--- src/rtl/nvme_doorbell_arbiter.sv ---
// Round-robin doorbell arbiter: coalesces SQ-tail/CQ-head updates per slot and issues one write at a time.
// Strobe-to-request latency 2 cycles; stalls in WAIT until the matching done (bounded by a watchdog under DB_ARB_TIMEOUT_EN).
module nvme_doorbell_arbiter #(
  parameter int          NUM_Q   = 4,
  parameter logic [63:0] DB_BASE = 64'h1000,
  parameter int          DSTRD   = 0,
  parameter int          VAL_W   = 16
) (
  input  logic                     user_clk,
  input  logic                     user_reset_n,
  input  logic                     en,
  input  logic [NUM_Q-1:0]         sq_upd,
  input  logic [NUM_Q*VAL_W-1:0]   sq_tail,
  input  logic [NUM_Q-1:0]         cq_upd,
  input  logic [NUM_Q*VAL_W-1:0]   cq_head,
  output logic                     write_sqtdbl,
  output logic [63:0]              sqt_addr,
  output logic                     write_cqhdbl,
  output logic [63:0]              cqh_addr,
  output logic [31:0]              db_value,
  input  logic                     write_sqtdbl_done,
  input  logic                     write_cqhdbl_done,
  output logic                     busy,
`ifdef DB_ARB_TIMEOUT_EN
  output logic                     db_timeout,
`endif
  output logic [2*NUM_Q-1:0]       pending
);

  localparam int NS = 2 * NUM_Q;
  localparam int SW = $clog2(NS);

  typedef enum logic [1:0] {ST_IDLE, ST_ISSUE, ST_WAIT} state_t;

  state_t           r_state;
  logic [NS-1:0]    r_pending;
  logic [VAL_W-1:0] r_value [NS];
  logic [SW-1:0]    r_rr_ptr;
  logic [SW-1:0]    r_gnt_slot;

  logic             w_gnt_vld;
  logic [SW-1:0]    w_gnt_slot;
  logic             w_grant;
  logic             w_done;
  logic             w_retry;
  logic [63:0]      w_addr;
  logic [NS-1:0]    w_set;
  logic [NS-1:0]    w_clr;
  logic [NS-1:0]    w_rset;

  function automatic logic [SW-1:0] wrap_slot(input int s);
    return SW'((s >= NS) ? s - NS : s);
  endfunction

  // Lowest offset from rr_ptr wins: scan downward so the nearest pending slot overwrites.
  always_comb begin
    w_gnt_vld  = 1'b0;
    w_gnt_slot = '0;
    for (int i = NS - 1; i >= 0; i--) begin
      if (r_pending[wrap_slot(int'(r_rr_ptr) + i)]) begin
        w_gnt_vld  = 1'b1;
        w_gnt_slot = wrap_slot(int'(r_rr_ptr) + i);
      end
    end
  end

  always_comb begin
    w_set = '0;
    for (int q = 0; q < NUM_Q; q++) begin
      w_set[2*q]   = sq_upd[q];
      w_set[2*q+1] = cq_upd[q];
    end
  end

  assign w_grant = (r_state == ST_IDLE) && en && w_gnt_vld;
  assign w_done  = (r_state == ST_WAIT) &&
                   (r_gnt_slot[0] ? write_cqhdbl_done : write_sqtdbl_done);
  assign w_addr  = DB_BASE + (64'(w_gnt_slot) << (2 + DSTRD));
  assign w_clr   = w_grant ? (NS'(1) << w_gnt_slot) : '0;
  assign w_rset  = w_retry ? (NS'(1) << r_gnt_slot) : '0;
  assign busy    = (r_state != ST_IDLE);
  assign pending = r_pending;

`ifdef DB_ARB_TIMEOUT_EN
  logic [15:0] r_wdog;
  assign w_retry = (r_state == ST_WAIT) && !w_done && (r_wdog == 16'hFFFF);
`else
  assign w_retry = 1'b0;
`endif

  // A strobe landing on the slot being granted keeps it pending with the newer value.
  always_ff @(posedge user_clk or negedge user_reset_n) begin
    if (!user_reset_n) begin
      r_pending <= '0;
      for (int s = 0; s < NS; s++) r_value[s] <= '0;
    end else begin
      r_pending <= (r_pending & ~w_clr) | w_set | w_rset;
      for (int q = 0; q < NUM_Q; q++) begin
        if (sq_upd[q]) r_value[2*q]   <= sq_tail[q*VAL_W +: VAL_W];
        if (cq_upd[q]) r_value[2*q+1] <= cq_head[q*VAL_W +: VAL_W];
      end
    end
  end

  always_ff @(posedge user_clk or negedge user_reset_n) begin
    if (!user_reset_n) begin
      r_state      <= ST_IDLE;
      r_rr_ptr     <= '0;
      r_gnt_slot   <= '0;
      write_sqtdbl <= 1'b0;
      write_cqhdbl <= 1'b0;
      sqt_addr     <= '0;
      cqh_addr     <= '0;
      db_value     <= '0;
`ifdef DB_ARB_TIMEOUT_EN
      r_wdog       <= '0;
      db_timeout   <= 1'b0;
`endif
    end else begin
      write_sqtdbl <= 1'b0;
      write_cqhdbl <= 1'b0;
`ifdef DB_ARB_TIMEOUT_EN
      db_timeout   <= 1'b0;
`endif
      case (r_state)
        ST_IDLE: begin
          if (w_grant) begin
            r_gnt_slot <= w_gnt_slot;
            db_value   <= 32'(r_value[w_gnt_slot]);
            if (w_gnt_slot[0]) cqh_addr <= w_addr;
            else               sqt_addr <= w_addr;
            r_state    <= ST_ISSUE;
          end
        end
        ST_ISSUE: begin
          write_sqtdbl <= !r_gnt_slot[0];
          write_cqhdbl <= r_gnt_slot[0];
          r_rr_ptr     <= wrap_slot(int'(r_gnt_slot) + 1);
`ifdef DB_ARB_TIMEOUT_EN
          r_wdog       <= '0;
`endif
          r_state      <= ST_WAIT;
        end
        ST_WAIT: begin
          if (w_done) begin
            sqt_addr <= '0;
            cqh_addr <= '0;
            r_state  <= ST_IDLE;
          end
`ifdef DB_ARB_TIMEOUT_EN
          else if (w_retry) begin
            sqt_addr   <= '0;
            cqh_addr   <= '0;
            db_timeout <= 1'b1;
            r_state    <= ST_IDLE;
          end else begin
            r_wdog <= r_wdog + 16'd1;
          end
`endif
        end
        default: r_state <= ST_IDLE;
      endcase
    end
  end

endmodule

--- config.mk ---
export PLATFORM = sky130hd
export DESIGN_NAME = nvme_doorbell_arbiter
export DESIGN_NICKNAME = d
export VERILOG_FILES = /design/src/rtl/nvme_doorbell_arbiter.sv
export SDC_FILE = /design/constraint.sdc
export NUM_CORES = 1
export LEC_CHECK = 0
export ABC_AREA = 1
export BUFFER_PORTS_ARGS = -buffer_cell sky130_fd_sc_hd__buf_2
export CORE_MARGIN = 2
export CORE_UTILIZATION = 25
export DETAILED_ROUTE_END_ITERATION = 12
export GPL_TIMING_DRIVEN = 0
export PLACE_DENSITY = 0.52
export SETUP_SLACK_MARGIN = 0.1
export SYNTH_ARGS = -nofsm -noshare
export SYNTH_HDL_FRONTEND = slang
export SYNTH_SLANG_ARGS = --single-unit
--- constraint.sdc ---
create_clock -name user_clk -period 6.45 [get_ports user_clk]
set_clock_uncertainty 0.1 [all_clocks]
set_input_delay 0.645 -clock user_clk [delete_from_list [all_inputs] [get_ports user_clk]]
set_output_delay 0.645 -clock user_clk [all_outputs]
set_load 0.01 [all_outputs]
Word-level counts from Yosys, hierarchy flattened
Cells that the tools add are included.
{"block": "totals", "ff_bits": 290, "inputBits": 141, "output_inout_bits": 171, "wordCells": 133}
{"block": "classes", "n_addsub": 18, "order_cmp": 18, "n_eq_ne": 6, "shifts": 1, "n_mux": 58, "bitwise": 4, "reduce_logical": 11}
{"operator": "$mux W64", "count": 5}
{"operator": "$pmux W64 S2", "count": 2}
{"operator": "$mux W3", "count": 17}
{"operator": "$bmux W16 S3", "count": 1}
{"operator": "$ge A4 B4 Y1 const B", "count": 9}
{"operator": "$lt A3 B4 Y1 const B", "count": 8}
{"operator": "$mux W16", "count": 2}
{"operator": "$sub A3 B1 Y3 const B", "count": 9}
{"operator": "$bmux W1 S3", "count": 8}
{"operator": "$mux W1", "count": 19}
{"operator": "$add A3 B3 Y4 const B", "count": 4}
{"operator": "$add A13 B5 Y14 const A", "count": 1}
{"operator": "$add A3 B1 Y4 const B", "count": 2}
{"operator": "$add A3 B2 Y4 const B", "count": 2}
{"operator": "$and A8 B8 Y8", "count": 1}
{"operator": "$mux W8", "count": 1}
{"operator": "$ne A2 B2 Y1 const B", "count": 4}
{"operator": "$not A8 Y8", "count": 1}
{"operator": "$or A8 B8 Y8", "count": 1}
{"operator": "$reduce_and A4 Y1", "count": 2}
{"operator": "$shl A1 B3 Y8 const A", "count": 1}
{"operator": "$pmux W2 S3", "count": 1}
{"operator": "$ge A3 B4 Y1 const B", "count": 1}
{"operator": "$mux W2", "count": 2}
{"operator": "8 further kinds", "count": 12}

Depth between registers and ports, before layout
{"block": "depth", "depth_word": 18, "mapped_depth": 24, "depth_no_buf": 22}

Worst setup path after synthesis
Ideal clock, no wire load.
{"block": "synth_path", "path_kind": "flip-flop to flip-flop", "from": "reg r_rr_ptr[1]", "to": "reg r_pending[4] (netlist: pending[4])", "arrival_time_ns": 2.257, "path_slack_ns": 3.964, "path_stages_with_launch": 19, "synth_period_minus_slack_ns": 2.486, "path_cell_list": "dfrtp_1 > buf_4 > inv_4 > ha_1 > inv_2 > nand3_1 > nand3_2 > nand2_1 > a21oi_1 > nand3_1 > nand2_1 > nand2_1 > nand2_1 > nand2_1 > nand2_2 > buf_4 > nand2_1 > o21ai_1 > nand2_1"}
{"block": "synth_between", "elab_chain_len": 18, "elab_cells_between_ends": 69, "classes_between": "15 x add/sub; 8 x order compare; 1 x shift; 41 x mux; 3 x bitwise; 1 x reduce/logical"}
{"element": "from (decl)", "line_no": "38", "text": "logic [SW-1:0] r_rr_ptr;"}
{"element": "from (signal assigned)", "line_no": "138", "text": "r_rr_ptr <= wrap_slot(int'(r_gnt_slot) + 1);"}
{"element": "$add A3 B3 Y4", "line_no": "60, 62"}
{"element": "$ge A4 B4 Y1 / $sub A3 B1 Y3 (equally long branches)", "line_no": "52", "text": "return SW'((s >= NS) ? s - NS : s);"}
{"element": "$mux W3", "line_no": "52"}
{"element": "$bmux W1 S3", "line_no": "60", "text": "if (r_pending[wrap_slot(int'(r_rr_ptr) + i)]) begin"}
{"element": "$mux W1 (implied by the code)", "line_no": "60"}
{"element": "$mux W3 / $mux W1 (equally long branches) (8 in series)", "line_no": "60"}
{"element": "$shl A1 B3 Y8 / $logic_and A1 B1 Y1 (equally long branches)", "line_no": "79, 75"}
{"element": "$mux W8 (*)", "line_no": "79", "text": "assign w_clr = w_grant ? (NS'(1) << w_gnt_slot) : '0;"}
{"element": "$not A8 Y8 (*)", "line_no": "97", "text": "r_pending <= (r_pending & ~w_clr) | w_set | w_rset;"}
{"element": "$and A8 B8 Y8 (*)", "line_no": "97"}
{"element": "$or A8 B8 Y8 (*)", "line_no": "97"}
{"element": "to (signal assigned)", "line_no": "97"}
{"element": "to (decl)", "line_no": "36", "text": "logic [NS-1:0] r_pending;"}
Every way passes the cells marked *; elsewhere a longest branch is shown, timed or not. The select of a mux whose other input is x is not followed.
A chain may end at the register's enable or synchronous reset.

Final worst setup path
{"block": "layout_path", "from": "reg r_rr_ptr[1]", "to": "reg db_value[9]"}
{"block": "layout_between", "elab_chain_len": 17, "elab_cells_between_ends": 69, "classes_between": "15 x add/sub; 8 x order compare; 43 x mux; 1 x bitwise; 2 x reduce/logical"}
{"element": "$add A3 B3 Y4", "line_no": "60, 62"}
{"element": "$ge A4 B4 Y1 / $sub A3 B1 Y3 (equally long branches)", "line_no": "52"}
{"element": "$mux W3", "line_no": "52"}
{"element": "$bmux W1 S3", "line_no": "60"}
{"element": "$mux W1 (implied by the code)", "line_no": "60"}
{"element": "$mux W3 (8 in series)", "line_no": "60"}
{"element": "$not A3 Y4 (implied by the code)", "line_no": "129", "text": "db_value <= 32'(r_value[w_gnt_slot]);"}
{"element": "$bmux W16 S3", "line_no": "129"}
{"element": "$mux W16 (implied by the code) (2 in series)", "line_no": "129"}
{"element": "to (signal assigned)", "line_no": "129"}
{"element": "to (decl)", "line_no": "20", "text": "output logic [31:0] db_value,"}
Parallel ways exist; a longest one is shown, timed or not. The select of a mux whose other input is x is not followed.

==> tab_implementation.tex <==
\begin{tabular}{lr}
\hline
Metric & Value \\
\hline
\multicolumn{2}{l}{\textbf{Yosys}} \\
Synth Register Bits & 170 \\
Warning count from the yosys run & 0 \\
Distinct cell type count of the synthesized netlist & 29 \\
Post-synthesis cell area & 0.00946 mm2 \\
Count of mapped cells out of synthesis & 1,279 \\
Average cell area after synthesis & 7.39 um2 \\
Sequential-to-total area share from yosys stat & 0.450 \\
\multicolumn{2}{l}{\textbf{Timing}} \\
Max Clk Rate & 321 MHz \\
Portion of the clock cycle consumed by the worst path in the final layout & 0.483 \\
Hold Vio Cnt, Final & 0 \\
Summed negative setup slack over all endpoints & 0 ns \\
Tightest Pin Transition & 0.742 ns \\
Setup repair after global routing missed its margin & no \\
Worst-case headroom to the max-slew limit & 0.505 \\
Final worst slack & 3.34 ns \\
Number of max-slew violations in the final report & 0 \\
Final critical delay including setup and external delays & 3.11 ns \\
Count of endpoints failing setup in the final report & 0 \\
\multicolumn{2}{l}{\textbf{Layout}} \\
Final net count & 1,745 \\
Number of filler cells placed in the layout & 4,196 \\
Diode count & 0 \\
Post-Route Utilization & 0.323 \\
Layout cell share with drive strength beyond 1 & 0.254 \\
Layout overhead on the synthesized area & 27.9\% \\
\multicolumn{2}{l}{\textbf{Clocking}} \\
CTS sink count & 170 \\
Post-CTS setup buffer count & 0 \\
Maximum buffer depth of the clock tree & 2 \\
Clock tree from TritonCTS & yes \\
\# resized after CTS & 0 \\
Total of hold buffers inserted after clock tree synthesis & 0 \\
Number of H-tree levels & 4 \\
Clock Latency Late Sink & 0.43 ns \\
CTS buffer count & 17 \\
Clock-pin slew on the worst setup and hold paths & 0.07 ns \\
Root buffer cell & clkbuf\_16 \\
\multicolumn{2}{l}{\textbf{Global routing}} \\
Leftover overflow at the end of global routing & 0 \\
Total global routing track utilization & 0.157 \\
Number of global-route vias before repair & 8,135 \\
Wire length of the first global-routing pass & 46.1 mm \\
Number of antenna violations at the first check in global routing & 0 \\
Maximum number of pins on one net before global-route repair & 90 \\
\multicolumn{2}{l}{\textbf{Route}} \\
Count of antenna-violating nets left after detailed routing & 0 \\
Avg WL per Cell & 14.6 um \\
Total Wirelength & 31.0 mm \\
DRC violation total after the first TritonRoute iteration & 466 \\
Via-per-instance ratio & 4.02 \\
Number of optimization iterations in the first detailed-route pass & 5 \\
Count of vias placed by the detailed router & 8,547 \\
Remaining routing DRC violations & 0 \\
\multicolumn{2}{l}{\textbf{Floorplanning}} \\
Floorplan core area & 0.0375 mm2 \\
Number of rows created at floorplan & 71 \\
Die height & 198 um \\
Die outline area & 0.0394 mm2 \\
Initial core utilization & 0.252 \\
Horizontal die dimension & 198 um \\
I/O pin cnt & 312 \\
\multicolumn{2}{l}{\textbf{Critical path}} \\
Arrival time worst endpoint & 3.37 ns \\
Maximum fanout count along the critical path & 10 \\
Crit end category & register \\
Most prevalent standard cell on the critical path & nand2\_1 \\
Element type at the critical path start & register \\
Reg2reg start & r\_rr\_ptr[1]\$\_DFFE\_PN0N\_ \\
CP max stage cell & ha\_1 \\
Cell breakdown of the critical path & buf\_4, inv\_4, ha\_1, inv\_2, nand3\_1, nand3\_1, nand2\_1, nand2\_1, nand2\_1, nand2\_1, nand2\_1, nand2\_1, nand2\_1, nand2\_2, nand2\_2, buf\_2, nand2\_1, nand2\_1, nand2\_1, nand2\_1, nand2\_1, nand3\_1 \\
Type of the setup path with the least slack & reg2reg \\
R2R Setup Slk & 3.34 ns \\
Reg2reg path depth & 22 \\
R2R Path End & db\_value[9]\$\_DFFE\_PN0P\_ \\
Crit path buffers/inverters & 4 \\
CP Data Required Time & 6.71 ns \\
CP delay by family, top & simple AND/OR/NAND/NOR gates \\
Crit-path max cell delay & 0.43 ns \\
\multicolumn{2}{l}{\textbf{Pwr}} \\
Combinational fraction of design power & 0.556 \\
Power density relative to cell area & 460 mW/mm2 \\
Part of the power in registers & 0.249 \\
Maximum ir drop on the vdd rail & 242 uV \\
Switching Power & 2.69 mW \\
Net switching fraction of the power & 0.484 \\
Clock power share & 0.196 \\
Leak pwr & 6.96 nW \\
Design internal power & 2.87 mW \\
\multicolumn{2}{l}{\textbf{Worst hold path}} \\
Hold crit path type & in2async \\
\multicolumn{2}{l}{\textbf{Placed design}} \\
Detailed placement HPWL & 24.8 mm \\
Post-Place Worst Slack & 3.34 ns \\
GP Congestion & 0.798 \\
Count of input and output buffers & 167 \\
\multicolumn{2}{l}{\textbf{Outcome}} \\
Result of the run & finished clean \\
\multicolumn{2}{l}{\textbf{Job}} \\
Max-cap violations & 0 \\
\hline
\end{tabular}
[layer usage]
metal  share of wire  track usage  vias to the layer above
met3           0.060       0.0346                       21
met1            0.45        0.204                     3901
met5               0            0                        -
met2            0.48        0.267                      280
met4           0.015       0.0362                        0
li1                -            -                     4345
[state kept, by name, summed over array words and instances, names as in the netlist]
name / flops
write_sqtdbl: 1
r_value: 128
r_rr_ptr: 3
sqt_addr: 4
r_state: 2
write_cqhdbl: 1
r_gnt_slot: 3
pending: 8
cqh_addr: 4
db_value: 16
[cell families after synthesis]
logic type | Yosys count | share of synthesized area
and+or+nand+nor | 833 | 0.351
buffers and inverters | 227 | 0.157
DFF | 170 | 0.450
AOI/OAI and AO/OA | 27 | 0.0168
muxes | 16 | 0.0191
adders and majority gates | 3 | 0.00397
xor gates and xnor gates | 2 | 0.00185
other | 1 | 0.000397
[cells in the final DEF (no fill, tap or decap), drive strengths merged]
cell	Yosys	layout
nand2	698	698
buf	170	338
dfrtp	170	170
conb	1	136
nand3	121	121
clkbuf	23	42
inv	27	31
o21ai	17	17
mux2	16	16
nor2	11	11
clkinv	7	11
a21oi	8	8
ha	3	3
bufinv	0	3
nor4	2	2
xor2	1	1
nand4	1	1
a21boi	1	1
a21o	1	1
xnor2	1	1
clkinvlp	0	1
[final cells by class]
| class | instances | area, um2 | share of cell area |
|---|---|---|---|
| timing repair buffer | 168 | 873 | 0.0722 |
| tap | 511 | 639 | 0.0529 |
| inverter | 34 | 130 | 0.0108 |
| sequential | 170 | 4250 | 0.352 |
| clock inverter | 12 | 163 | 0.0135 |
| multi-input combinational | 1017 | 4220 | 0.349 |
| buffer | 193 | 1360 | 0.112 |
| clock buffer | 19 | 453 | 0.0375 |
[power groups by stage]
stage | registers (mW) | clock network (mW) | logic, mW
finish | 1.38 | 1.09 | 3.09
global route | 1.41 | 1.15 | 3.49
CTS | 1.38 | 1.11 | 3.11
detailed placement | 1.40 | 0 | 3.10
global placement | 1.40 | 0 | 3.09
floorplan | 1.38 | 0 | 2.07
[synth_stat cells (all sizes together)]
cell / instances / area share
o21ai: 17 / 0.0098
nor2: 11 / 0.0046
buf: 170 / 0.13
inv: 27 / 0.011
ha: 3 / 0.0040
nand2: 698 / 0.28
xnor2: 1 / 0.00093
a21boi: 1 / 0.00079
xor2: 1 / 0.00093
nand4: 1 / 0.00066
conb: 1 / 0.00040
mux2: 16 / 0.019
nand3: 121 / 0.065
a21o: 1 / 0.00079
clkinv: 7 / 0.0028
nor4: 2 / 0.0013
dfrtp: 170 / 0.45
clkbuf: 23 / 0.0091
a21oi: 8 / 0.0054
[how the worst max path moves through the flow]
| stage | start | endpoint | cells past startpoint |
|---|---|---|---|
| floorplan | r_rr_ptr[1]$_DFFE_PN0N_ | pending[4]$_DFF_PN0_ | 18 |
| global placement | user_reset_n | r_value[71]$_DFFE_PN0P_ | 1 |
| detailed placement | r_rr_ptr[1]$_DFFE_PN0N_ | db_value[9]$_DFFE_PN0P_ | 23 |
| CTS | r_rr_ptr[1]$_DFFE_PN0N_ | db_value[9]$_DFFE_PN0P_ | 23 |
| global route | r_rr_ptr[1]$_DFFE_PN0N_ | db_value[1]$_DFFE_PN0P_ | 23 |
| finish | r_rr_ptr[1]$_DFFE_PN0N_ | db_value[9]$_DFFE_PN0P_ | 22 |
[metrics by stage]
step | instance area (um2) | power (mW) | hold WS, ns | std cells
3_5_place_dp | 11500 | 4.50 | 0.358 | 2093
3_3_place_gp | 11400 | 4.48 | 0.354 | 2092
2_1_floorplan | 9960 | 3.45 | 0.249 | 1414
6_report | 12100 | 5.56 | 0.137 | 2124
4_1_cts | 12100 | 5.61 | 0.157 | 2124
5_1_grt | 12100 | 6.04 | 0.181 | 2124
No activity file was read; power rests on OpenSTA's default activity.
